**src/rtl/mem_stage_pkg.sv**
```systemverilog
// Shared types and funct3 encodings for the RV32I memory-access stage.
package mem_stage_pkg;

   typedef enum logic [1:0] {
      IDLE = 2'd0,
      BUSY = 2'd1,
      DONE = 2'd2
   } mem_state_t;

   localparam logic [2:0] F3_LB  = 3'b000;
   localparam logic [2:0] F3_LH  = 3'b001;
   localparam logic [2:0] F3_LW  = 3'b010;
   localparam logic [2:0] F3_LBU = 3'b100;
   localparam logic [2:0] F3_LHU = 3'b101;

   localparam logic [2:0] F3_SB  = 3'b000;
   localparam logic [2:0] F3_SH  = 3'b001;
   localparam logic [2:0] F3_SW  = 3'b010;

   // Halfwords need byte_pos[0]=0 and words need byte_pos=0; funct3[2] is only the sign bit.
   function automatic logic is_misaligned(input logic [2:0] funct3, input logic [1:0] byte_pos);
      return ((funct3[1:0] == 2'b01) && byte_pos[0]) ||
             ((funct3[1:0] == 2'b10) && (byte_pos != 2'b00));
   endfunction

endpackage

```
**src/rtl/mem_stage_load_store_align.sv**
```systemverilog
// Combinational lane steering: byte enables and replicated store data, plus load extraction/extension.
module load_store_align
   import mem_stage_pkg::*;
(
   input  logic [2:0]  funct3,
   input  logic [1:0]  byte_pos,
   input  logic        is_store,
   input  logic [31:0] rs2,
   input  logic [31:0] rdata,
   output logic [3:0]  mbe,
   output logic [31:0] wdata,
   output logic [31:0] load_data
);

   logic [31:0] byte_sh;
   logic [15:0] half_sel;

   always_comb begin
      byte_sh   = rdata >> {byte_pos, 3'b000};
      half_sel  = byte_pos[1] ? rdata[31:16] : rdata[15:0];
      mbe       = 4'b1111;
      wdata     = rs2;
      load_data = '0;

      if (is_store) begin
         case (funct3)
            F3_SB: begin
               mbe   = 4'b0001 << byte_pos;
               wdata = {4{rs2[7:0]}};
            end
            F3_SH: begin
               mbe   = 4'b0011 << {byte_pos[1], 1'b0};
               wdata = {2{rs2[15:0]}};
            end
            F3_SW:   mbe = 4'b1111;
            default: mbe = 4'b0000;
         endcase
      end

      case (funct3)
         F3_LB:   load_data = {{24{byte_sh[7]}}, byte_sh[7:0]};
         F3_LBU:  load_data = {24'd0, byte_sh[7:0]};
         F3_LH:   load_data = {{16{half_sel[15]}}, half_sel};
         F3_LHU:  load_data = {16'd0, half_sel};
         F3_LW:   load_data = rdata;
         default: load_data = '0;
      endcase
   end

endmodule

```
**src/rtl/mem_stage.sv**
```systemverilog
// RV32I MEM stage: issues the dmem request, stalls until dmem_resp, returns extended load data.
// Optional MISALIGN_TRAP_EN suppresses misaligned halfword/word accesses and flags them on misalign.
module mem_stage
   import mem_stage_pkg::*;
(
   input  logic        clk,
   input  logic        rst,
   input  logic        exmem_valid,
   input  logic        exmem_mem_read,
   input  logic        exmem_mem_write,
   input  logic [2:0]  exmem_funct3,
   input  logic [31:0] exmem_aluout,
   input  logic [31:0] exmem_rs2,
   input  logic        pipe_advance,
   output logic [31:0] dmem_address,
   output logic        dmem_read,
   output logic        dmem_write,
   output logic [3:0]  dmem_mbe,
   output logic [31:0] dmem_wdata,
   input  logic [31:0] dmem_rdata,
   input  logic        dmem_resp,
   output logic        mem_stall,
   output logic [31:0] load_data,
   output logic        misalign
);

   mem_state_t  state_q, state_d;
   logic [31:0] cap_q, cap_d;

   logic        mem_op, mis, issue, in_busy, in_done, req, resp_cyc;
   logic [1:0]  byte_pos;
   logic [3:0]  al_mbe;
   logic [31:0] al_wdata, al_load, al_rdata;

   assign byte_pos = exmem_aluout[1:0];
   assign mem_op   = exmem_valid & (exmem_mem_read | exmem_mem_write);

`ifdef MISALIGN_TRAP_EN
   assign mis = mem_op & is_misaligned(exmem_funct3, byte_pos);
`else
   assign mis = 1'b0;
`endif

   assign in_busy  = (state_q == BUSY);
   assign in_done  = (state_q == DONE);
   assign issue    = (state_q == IDLE) & mem_op & ~mis;
   assign req      = issue | in_busy;
   assign resp_cyc = in_busy & dmem_resp;
   // In DONE the pipeline is frozen, so funct3/byte_pos still describe the captured word.
   assign al_rdata = in_done ? cap_q : dmem_rdata;

   load_store_align u_align (
      .funct3    (exmem_funct3),
      .byte_pos  (byte_pos),
      .is_store  (exmem_mem_write),
      .rs2       (exmem_rs2),
      .rdata     (al_rdata),
      .mbe       (al_mbe),
      .wdata     (al_wdata),
      .load_data (al_load)
   );

   always_ff @(posedge clk or negedge rst) begin
      if (!rst) begin
         state_q <= IDLE;
         cap_q   <= '0;
      end else begin
         state_q <= state_d;
         cap_q   <= cap_d;
      end
   end

   always_comb begin
      state_d = state_q;
      cap_d   = cap_q;
      case (state_q)
         IDLE: if (issue) state_d = BUSY;
         BUSY: begin
            if (dmem_resp) begin
               if (pipe_advance) begin
                  state_d = IDLE;
               end else begin
                  state_d = DONE;
                  cap_d   = dmem_rdata;
               end
            end
         end
         DONE: if (pipe_advance) state_d = IDLE;
         default: state_d = IDLE;
      endcase
   end

   always_comb begin
      dmem_address = {exmem_aluout[31:2], 2'b00};
      dmem_read    = rst & req & exmem_mem_read & ~exmem_mem_write;
      dmem_write   = rst & req & exmem_mem_write;
      dmem_mbe     = req ? al_mbe : 4'b0000;
      dmem_wdata   = al_wdata;
      mem_stall    = rst & (issue | (in_busy & ~dmem_resp));
      misalign     = rst & mis & (state_q == IDLE);
      load_data    = (rst & (resp_cyc | in_done)) ? al_load : 32'd0;
   end

endmodule
```
**config.mk**
```make
export PLATFORM = sky130hd
export DESIGN_NAME = mem_stage
export DESIGN_NICKNAME = d
export VERILOG_FILES = /design/src/rtl/mem_stage_pkg.sv /design/src/rtl/mem_stage_load_store_align.sv /design/src/rtl/mem_stage.sv
export SDC_FILE = /design/constraint.sdc
export NUM_CORES = 1
export LEC_CHECK = 0
export CORE_MARGIN = 8
export CORE_UTILIZATION = 40
export CTS_BUF_LIST = sky130_fd_sc_hd__clkbuf_8
export DETAILED_ROUTE_END_ITERATION = 10
export GPL_TIMING_DRIVEN = 0
export PLACE_DENSITY_LB_ADDON = 0.1
export SYNTH_ARGS = -nofsm -noshare
export SYNTH_HDL_FRONTEND = slang
export SYNTH_SLANG_ARGS = --single-unit
```
**constraint.sdc**
```tcl
create_clock -name clk -period 4 [get_ports clk]
set_input_delay 1.2 -clock clk [delete_from_list [all_inputs] [get_ports clk]]
set_output_delay 1.2 -clock clk [all_outputs]
set_load 0.02 [all_outputs]
```
==> results by group, run 1 <==
Status
  – Status: finished, final reports clean

Global routing
  – First-pass GRT wire length: around 23 mm
  – All-layer global routing usage: 0.225
  – Largest net degree at the start of global routing: 36
  – Initial antenna violation count: 0
  – Total grt overflow: 0
  – Vias in the first global route: between 3000 and 4000

Detailed routing
  – Vias post-DR: roughly 3800
  – Avg WL per Cell: roughly 22 um
  – Iteration-0 DRC count of the detailed router: roughly 290
  – DRT antenna net count: 0
  – Total iterations of the first detailed-routing run: 5
  – Total wire length: between 10 and 15 mm
  – Vias per cell: 5.64
  – # DRC: 0

Synth
  – Top cells by count, synth: 52 x mux2_2, 42 x buf_4, 34 x dfrtp_1
  – Synth Area in Compound Gates: 0.217
  – Cells after Synth: approximately 350
  – Multiplexer area fraction after synthesis: 0.314
  – YS warnings: 0
  – Largest family of logic cells by synthesized area: multiplexers
  – Post-synth top area share: 0.238
  – Adder-Cell Fraction of Synth Area: 0
  – Synth Area per Inst: 10.1 um2
  – Simple-Gate Fraction of Synth Area: 0.0832
  – Count leader, synth: mux2_2
  – Register area share after synthesis: 0.238
  – Primary FF master, synth: dfrtp_1
  – Mapped Area: approximately 3600 um2
  – Synth area leaders: dfrtp_1 24%, mux2_2 16%, buf_4 8.8%
  – Synth area leader: dfrtp_1
  – Async set-reset flop share out of synthesis: 1.00
  – Post-Synth XOR/XNOR Area: 0
  – #FFs+latches synth: 34
  – Post-synthesis cell type count: between 40 and 50
  – EDFF count, synth: 0

Timing
  – Worst Skew: just over 0.006 ns
  – Worst relative slew slack: 0.614
  – Final Max Tran Viols: 0
  – Final period util: 0.993
  – Hold Slack: roughly 0.51 ns
  – Fmax: roughly 0.25 GHz
  – Final hold vios: 0
  – # setup viols final: 0
  – Worst slew pin tran: a little under 0.6 ns
  – Period minus WS final: a little under 4 ns
  – Worst setup margin: between 0.02 and 0.03 ns

Final layout
  – Layout area overhead: 61.1%
  – Non-Filler Instances: 667
  – Layout cells sized above 1: 0.444
  – Core Util, Final: 0.661
  – Layout Nets: roughly 660
  – Number of diodes: 0

Setup path
  – Crit-path max FO: 5
  – CP required: 2.80 ns
  – Arr. time, crit path: around 2.8 ns
  – Critical path class: in -> out
  – Critical Path Start Type: input pin
  – Crit end category: output port

Floorplanning
  – CORE AREA: just under 9000 um2
  – Chip Width: about 110 um
  – Die area: 12200 um2
  – Height of the die: roughly 110 um
  – I/O pin count: between 200 and 250
  – Starting Density: 0.411
  – FP Rows: 34

CTS
  – Root Driver: clkbuf_8
  – Htree depth: 2
  – Worst-path clk slew: 0.07 ns
  – Skew-Pair Late Insertion Delay: approximately 0.29 ns
  – CTS buffer count: 5
  – CTS tree: built
  – Clk sink count: 34
  – Clock Path Buffers: 2

Placement
  – Routability cong.: about 0.84
  – DP Worst Slack: -1.37 ns
  – PortBufs: ~170
  – Dpl cells: between 600 and 700
  – HPWL after DPL: about 11 mm

Pwr
  – Pwr Density: roughly 270 nW/um2
  – Max IR drop VDD: between 200 and 300 uV
  – Leakage Power: between 2 and 3 nW
  – Total power: between 1.5 and 2 mW

Run
  – Max_cap viols: 0

Min path
  – Min-Delay Path Class: reg -> reg
==> cell families (layout without fill, tap and decap cells) <==
group,Yosys count,after routing
simple gates,52,52
mux,92,92
compound gates,96,96
flops,34,34
other cells,1,3
buf+inv,78,282
==> path summary, 6_finish.rpt <==
check	startpoint	end	slack, ns	cells past startpoint
max	exmem_funct3[1]	load_data[21]	0.03	7
min	cap_q[1]$_DFFE_PN0P_	cap_q[1]$_DFFE_PN0P_	0.51	1
max reg2reg	state_q[1]$_DFFE_PN0P_	cap_q[11]$_DFFE_PN0P_	2.05	5
min reg2reg	cap_q[1]$_DFFE_PN0P_	cap_q[1]$_DFFE_PN0P_	0.51	1
max in group asynchronous	rst	cap_q[18]$_DFFE_PN0P_	3.15	1
min in group asynchronous	rst	state_q[1]$_DFFE_PN0P_	0.71	1
==> report_power, final <==
group	internal, mW	switching [mW]
combinational	0.416	0.332
sequential	0.467	0.0758
clock	0.136	0.132
==> routing by layer <==
layer,GRT usage,part of all wire,vias to the layer above
li1,-,-,1715
met1,0.253,0.37,1788
met2,0.403,0.52,239
met3,0.0671,0.093,21
met4,0.0532,0.017,0
met5,0,0,-
==> placed cells by master (no fill, tap or decap), drive strengths merged, types with 9 or more instances in the layout <==
cell and count:
a21oi 9, clkdlybuf4s15 9, nand2 12, dlygate4sd2 14, mux2i 30, clkbuf 17, a22o 9, dfrtp 34
o21ai 11, mux2 52, nand2b 13, mux4 10, o211ai 16, o22ai 16, clkdlybuf4s50 105, buf 127
==> layout make-up <==
cell class                 instances  area (um2)
fill                             732        2950
multi-input combinational        243        2320
timing repair buffer             199        1790
sequential                        34         851
buffer                            67         552
tap                              108         135
clock buffer                       6        82.6
inverter                           8        35.0
clock inverter                     2        8.76
==> sequential cells by signal (all words and copies together) (netlist names) <==
| signal | flops |
|---|---|
| cap_q | 32 |
| state_q | 2 |
==> critical path, cell delays in order <==
cell and delay, ns:
buf_2 0.12, or3b_4 0.40, a2111oi_4 0.36, buf_4 0.21, or2b_1 0.24, o211ai_2 0.09
buf_6 0.15
==> metrics by stage <==
stage	instance area [um2]	TNS [ns]
floorplan	3590	0
global placement	5440	-100.35
detailed placement	5430	-61.83
CTS	5670	0
global route	5770	-0.00891
finish	5770	0
==> what timing repair did <==
| item | in CTS | in global routing |
|---|---|---|
| gates resized for setup | 235 | 38 |
| hold buffers | 0 | 0 |
| endpoints found under the hold margin | 0 | 0 |
| setup buffers | 17 | 8 |
| endpoints found under the setup margin | 63 | 53 |
| cloned | 2 | 1 |
| pin swaps | 6 | 5 |
(Power assumes the default switching activity.)
==> run 2, diff against run 1 <==
--- a/config.mk
+++ b/config.mk
@@ -8,6 +8,7 @@
 export CORE_MARGIN = 8
 export CORE_UTILIZATION = 40
 export CTS_BUF_LIST = sky130_fd_sc_hd__clkbuf_8
+export CTS_CLUSTER_DIAMETER = 100
 export DETAILED_ROUTE_END_ITERATION = 10
 export GPL_TIMING_DRIVEN = 0
 export PLACE_DENSITY_LB_ADDON = 0.1
==> constraint.sdc (replaced) <==
create_clock -name clk -period 4 [get_ports clk]
set_input_delay 1.2 -clock clk [delete_from_list [all_inputs] [get_ports clk]]
set_output_delay 1.2 -clock clk [all_outputs]
set_load 0.005 [all_outputs]
==> run 2 against run 1 <==
Net effect:
- critical path depth stayed put
- maximum frequency is 0.11% higher
- wire length is 1.3% higher
- critical endpoint is now load_data[0]
- non-clock buffer count is 12 higher
- worst setup slack better by 0.0045 ns
- combinational power is 5.7% lower
- largest power group unchanged
- register-to-register slack worse by 0.08 ns
- clock skew is 0.00068 ns higher
- sequential power hardly changed
- hold slack hardly changed
- cell count is 1.8% higher
- via count is 0.90% higher
==> results by group, run 2 (synthesis results as in run 1) <==
Status
  – Status: finished, final reports clean (unchanged)

Detailed routing
  – Total wire length: 14.7 mm (was 14.5 mm)
  – Vias post-DR: 3797 (was 3763)
  – Iteration-0 DRC count of the detailed router: 336 (was 286)
  – Avg WL per Cell: 21.7 um (was 21.8 um)
  – Total iterations of the first detailed-routing run: 5 (unchanged)
  – DRT antenna net count: 0 (unchanged)
  – Vias per cell: 5.59 (was 5.64)
  – # DRC: 0 (unchanged)

Final layout
  – Layout fillers: 686 (was 732)
  – Most common cell after layout, fill and taps aside: clkdlybuf4s50_1 (unchanged)
  – Max reg flops: 32 (unchanged)
  – Biggest regs: cap_q: 32 flops, state_q: 2 flops (unchanged)
  – Most frequent cells in the layout: 111 x clkdlybuf4s50_1, 74 x buf_4, 52 x mux2_2 (was 105 x clkdlybuf4s50_1, 71 x buf_4, 52 x mux2_2)
  – Largest reg by FF count: cap_q (unchanged)
  – Register Area: 851 um2 (unchanged)
  – Post-route cell area: 5970 um2 (was 5770 um2)
  – Layout cells sized above 1: 0.426 (was 0.444)
  – Area taken by multi-input logic gates: 2340 um2 (was 2320 um2)
  – Layout Nets: 676 (was 664)
  – Core Util, Final: 0.685 (was 0.661)
  – Number of diodes: 0 (unchanged)
  – Layout area overhead: 66.8% (was 61.1%)
  – Non-Filler Instances: 679 (was 667)

Global routing
  – Initial antenna violation count: 0 (unchanged)
  – All-layer global routing usage: 0.234 (was 0.225)
  – Total grt overflow: 0 (unchanged)
  – Vias in the first global route: 4118 (was 3963)
  – Largest net degree at the start of global routing: 19 (was 36)
  – First-pass GRT wire length: 23.3 mm (was 22.6 mm)

CTS
  – Skew-Pair Late Insertion Delay: 0.29 ns (about the same)
  – CTS tree: built (unchanged)
  – Cts hold-fix bufs: 0 (unchanged)
  – Htree depth: 2 (unchanged)
  – Root Driver: clkbuf_8 (unchanged)
  – CTS buffer count: 5 (unchanged)
  – Clk sink count: 34 (unchanged)
  – Clock Path Buffers: 2 (unchanged)
  – Worst-path clk slew: 0.07 ns (about the same)

Setup path
  – Crit-path max FO: 10 (was 5)
  – Arr. time, crit path: 2.77 ns (about the same)
  – R2R Setup Slk: 1.97 ns (was 2.05 ns)
  – CP required: 2.80 ns (about the same)
  – Crit end category: output port (unchanged)
  – Critical path class: in -> out (unchanged)
  – Critical Path Start Type: input pin (unchanged)

Timing
  – Final period util: 0.992 (was 0.993)
  – Worst slew pin tran: 0.602 ns (was 0.578 ns)
  – Worst relative slew slack: 0.598 (was 0.614)
  – Setup TNS: 0 ns (unchanged)
  – Final hold vios: 0 (unchanged)
  – RSZ-0062 raised after global routing: yes
  – Worst Skew: 0.00690 ns (was 0.00623 ns)
  – Period minus WS final: 3.97 ns (about the same)
  – Fmax: 0.252 GHz (about the same)
  – # setup viols final: 0 (unchanged)
  – Final Max Tran Viols: 0 (unchanged)

Placement
  – Dpl cells: 634 (unchanged)
  – HPWL after DPL: 11.0 mm (unchanged)
  – Routability cong.: 0.845 (unchanged)
  – Placed inst area: 5430 um2 (unchanged)
  – PortBufs: 171 (unchanged)

Floorplanning
  – I/O pin count: 210 (unchanged)
  – Height of the die: 111 um (unchanged)
  – Chip Width: 111 um (unchanged)
  – FP Rows: 34 (unchanged)
  – Die area: 12200 um2 (unchanged)
  – CORE AREA: 8720 um2 (unchanged)
  – Starting Density: 0.411 (unchanged)

Pwr
  – Max IR drop VDD: 266 uV (was 267 uV)
  – Leakage Power: 2.77 nW (was 2.66 nW)
  – Pwr Density: 254 nW/um2 (was 270 nW/um2)

Run
  – Max_cap viols: 0 (unchanged)

Min path
  – Min-Delay Path Class: reg -> reg (unchanged)
## run 2: layout make-up
class / instances / area share
clock buffers: 6 / 0.0138
repair buffers: 211 / 0.329
multi-input cells: 243 / 0.392
inverters: 8 / 0.00586
clock inverters: 2 / 0.00147
plain buffers: 67 / 0.0924
well taps: 108 / 0.0226
flip-flops and latches: 34 / 0.142
## run 2: final timing paths
kind / start / to / cells past startpoint
setup / recovery: exmem_aluout[1] / load_data[0] / 7
hold / removal: cap_q[2]$_DFFE_PN0P_ / cap_q[2]$_DFFE_PN0P_ / 1
setup reg to reg: state_q[1]$_DFFE_PN0P_ / cap_q[15]$_DFFE_PN0P_ / 6
hold reg to reg: cap_q[2]$_DFFE_PN0P_ / cap_q[2]$_DFFE_PN0P_ / 1
max in group asynchronous: rst / cap_q[3]$_DFFE_PN0P_ / 1
min in group asynchronous: rst / cap_q[13]$_DFFE_PN0P_ / 1
## run 2: repair_timing
| action | CTS | global route |
|---|---|---|
| setup buffers | 32 | 6 |
| endpoints found under the hold margin | 0 | 0 |
| gates resized for setup | 156 | 41 |
| endpoints found under the setup margin | 62 | 40 |
| pin swaps | 15 | 8 |
| gates cloned | 2 | 0 |
## run 2: power by group
part           internal [mW]  switching, mW  total, mW
clock                  0.136          0.132      0.268
sequential             0.467         0.0774      0.544
combinational          0.432          0.273      0.705
## run 2: through the flow
stage          worst slack (ns)  power, mW  hold slack, ns
5_1_grt                -0.00212       1.61           0.528
3_3_place_gp              -2.39       1.17           0.488
4_1_cts                0.000208       1.51           0.513
6_report                 0.0340       1.52           0.512
2_1_floorplan             0.227      0.909           0.470
3_5_place_dp              -1.27       1.20           0.496
## run 2: metal layers
metal | routed length (um) | vias to the layer above | part of all wire | global-route usage
met5 | 0 | - | 0 | 0
met4 | 267 | 0 | 0.018 | 0.0631
met3 | 1150 | 25 | 0.078 | 0.0611
met2 | 7620 | 216 | 0.52 | 0.425
met1 | 5690 | 1811 | 0.39 | 0.261
li1 | - | 1745 | - | -
## run 2: critical path, cell delays in order
cell and delay, ns:
buf_2 0.17, inv_1 0.12, buf_6 0.18, nor2_2 0.39, a222oi_1 0.19, a22o_1 0.25, dlygate4sd2_1 0.27
==> run 3, diff against run 2 <==
--- a/config.mk
+++ b/config.mk
@@ -5,11 +5,12 @@
 export SDC_FILE = /design/constraint.sdc
 export NUM_CORES = 1
 export LEC_CHECK = 0
-export CORE_MARGIN = 8
-export CORE_UTILIZATION = 40
+export CORE_MARGIN = 4
+export CORE_UTILIZATION = 51
 export CTS_BUF_LIST = sky130_fd_sc_hd__clkbuf_8
 export CTS_CLUSTER_DIAMETER = 100
 export DETAILED_ROUTE_END_ITERATION = 10
+export DONT_BUFFER_PORTS = 1
 export GPL_TIMING_DRIVEN = 0
 export PLACE_DENSITY_LB_ADDON = 0.1
 export SYNTH_ARGS = -nofsm -noshare
==> run 3 against run 2 <==
Net effect:
- combinational power shrank 35%
- register-to-register slack gained 0.13 ns
- total power shrank 17%
- cell area shrank 36%
- sequential share of layout area grew 7.9 points
- critical path depth shrank 1
- largest power group is now sequential cells
- highest routed layer unchanged
==> results by group, run 3 (synthesis results as in run 1) <==
Min path
  – Min-Delay Path Class: reg -> reg (unchanged)
  – Worst hold start: cap_q[18]$_DFFE_PN0P_ (was cap_q[2]$_DFFE_PN0P_)
  – Hold Crit Depth: 1 (unchanged)
  – Hold endpoint: cap_q[18]$_DFFE_PN0P_ (was cap_q[2]$_DFFE_PN0P_)

Global routing
  – First-pass GRT wire length: 16.8 mm (was 23.3 mm)
  – Total grt overflow: 0 (unchanged)
  – All-layer global routing usage: 0.255 (was 0.234)
  – Largest net degree at the start of global routing: 36 (was 19)
  – Initial antenna violation count: 0 (unchanged)
  – Vias in the first global route: 3041 (was 4118)

Pwr
  – Leakage Power: 1.72 nW (was 2.77 nW)
  – Max IR drop VDD: 237 uV (was 266 uV)
  – Pwr Density: 329 nW/um2 (was 254 nW/um2)

Final layout
  – Number of diodes: 0 (unchanged)
  – Area taken by multi-input logic gates: 2220 um2 (was 2340 um2)
  – Layout Nets: 471 (was 676)
  – Max reg flops: 32 (unchanged)
  – Biggest regs: cap_q: 32 flops, state_q: 2 flops (unchanged)
  – Layout fillers: 604 (was 686)
  – Largest reg by FF count: cap_q (unchanged)
  – Register Area: 851 um2 (unchanged)
  – Layout cells sized above 1: 0.432 (was 0.426)
  – Most common cell after layout, fill and taps aside: mux2_2 (was clkdlybuf4s50_1)
  – Layout area overhead: 7.44% (was 66.8%)
  – Most frequent cells in the layout: 52 x mux2_2, 44 x buf_4, 34 x dfrtp_1 (was 111 x clkdlybuf4s50_1, 74 x buf_4, 52 x mux2_2)

Setup path
  – Worst r2r path cells: 4 (was 6)
  – Critical Path Start Type: input pin (unchanged)
  – CP startpoint: exmem_funct3[0] (was exmem_aluout[1])
  – Critical path class: in -> out (unchanged)
  – R2r endpoint: cap_q[24]$_DFFE_PN0P_ (was cap_q[15]$_DFFE_PN0P_)
  – FF-to-FF Start: state_q[1]$_DFFE_PN0P_ (unchanged)
  – Crit-path max FO: 10 (unchanged)
  – R2R Setup Slk: 2.10 ns (was 1.97 ns)
  – Crit end category: output port (unchanged)
  – Arr. time, crit path: 2.73 ns (was 2.77 ns)
  – CP required: 2.80 ns (about the same)

Timing
  – Worst Skew: 0.00622 ns (was 0.00690 ns)
  – RSZ-0062 raised after global routing: no (was yes)
  – Final period util: 0.982 (was 0.992)
  – Worst slew pin tran: 0.699 ns (was 0.602 ns)
  – Final Max Tran Viols: 0 (unchanged)
  – Fmax: 0.255 GHz (was 0.252 GHz)
  – # setup viols final: 0 (unchanged)
  – Period minus WS final: 3.93 ns (was 3.97 ns)
  – Final hold vios: 0 (unchanged)
  – Setup TNS: 0 ns (unchanged)
  – Worst relative slew slack: 0.531 (was 0.598)
  – Hold Slack: 0.508 ns (was 0.512 ns)

Placement
  – HPWL after DPL: 8.71 mm (was 11.0 mm)
  – Routability cong.: 0.866 (was 0.845)
  – PortBufs: 0 (was 171)

Detailed routing
  – # DRC: 0 (unchanged)
  – Total wire length: 11.1 mm (was 14.7 mm)
  – Vias per cell: 6.50 (was 5.59)
  – Total iterations of the first detailed-routing run: 5 (unchanged)
  – DRT antenna net count: 0 (unchanged)
  – Iteration-0 DRC count of the detailed router: 245 (was 336)
  – Vias post-DR: 3004 (was 3797)
  – Avg WL per Cell: 24.0 um (was 21.7 um)

Floorplanning
  – Chip Width: 91.8 um (was 111 um)
  – CORE AREA: 6790 um2 (was 8720 um2)
  – I/O pin count: 210 (unchanged)
  – Die area: 8430 um2 (was 12200 um2)
  – Height of the die: 91.8 um (was 111 um)
  – Starting Density: 0.527 (was 0.411)
  – FP Rows: 30 (was 34)

CTS
  – CTS tree: built (unchanged)
  – Clock Path Buffers: 2 (unchanged)
  – Root Driver: clkbuf_8 (unchanged)
  – Clk sink count: 34 (unchanged)
  – Skew-Pair Late Insertion Delay: 0.29 ns (about the same)
  – Htree depth: 2 (unchanged)
  – Worst-path clk slew: 0.07 ns (about the same)
  – CTS buffer count: 5 (unchanged)

Status
  – Status: finished, final reports clean (unchanged)

Run
  – Max_cap viols: 0 (unchanged)
[run 3: cell types whose count changed in the layout (fill, tap and decap cells not counted), sizes merged]
cell / before / now
dlymetal6s2s: 3 / 0
inv: 7 / 8
clkinvlp: 1 / 0
clkdlybuf4s50: 111 / 0
buf: 108 / 67
dlygate4sd2: 20 / 0
clkbuf: 30 / 12
bufbuf: 1 / 0
clkdlybuf4s15: 11 / 0
[run 3: repair_timing]
| item | CTS | global route |
|---|---|---|
| setup endpoints to repair | 18 | 37 |
| pin swaps | 1 | 3 |
| setup buffers | 0 | 3 |
| hold buffers | 0 | 0 |
| hold endpoints to repair | 0 | 0 |
| gates resized for setup | 2 | 3 |
[run 3: power breakdown]
group	switching [mW]	internal, mW
clock network	0.126	0.136
logic	0.201	0.256
registers	0.0793	0.467
[run 3: layout make-up]
type,instances,share of cell area
plain buffers,70,0.130
well taps,96,0.0312
repair buffers,3,0.00911
multi-input cells,243,0.577
clock inverters,2,0.00228
flip-flops and latches,34,0.221
inverters,8,0.00780
clock buffers,6,0.0215
[run 3: worst max-delay path by stage]
stage	to	slack, ns	depth (start not counted)
floorplan	load_data[20]	0.23	6
global placement	load_data[5]	-0.21	6
detailed placement	load_data[5]	-0.22	6
CTS	load_data[31]	0.02	7
global route	load_data[25]	0.005	6
finish	load_data[25]	0.07	6
[run 3: layer usage]
layer,up-vias,global-route usage,routed length [um]
li1,1322,-,-
met1,1474,0.278,3940
met2,189,0.466,5730
met3,19,0.0837,1230
met4,0,0.0804,213
met5,-,0,0
[run 3: through the flow]
step	total power [mW]	cell area [um2]	utilization	instances	setup WS, ns
3_5_place_dp	1.01	3710	0.546	451	-0.225
2_1_floorplan	0.909	3590	-	355	0.227
6_report	1.27	3850	0.566	462	0.0716
4_1_cts	1.27	3810	0.560	459	0.0183
5_1_grt	1.35	3850	0.566	462	0.00531
3_3_place_gp	0.988	3710	0.546	451	-0.208
[run 3: worst max-delay path, cell delays in order]
cell      delay (ns)
buf_6           0.10
inv_1           0.08
nor3_2          0.59
nand3_2         0.31
buf_2           0.31
o211ai_2        0.13
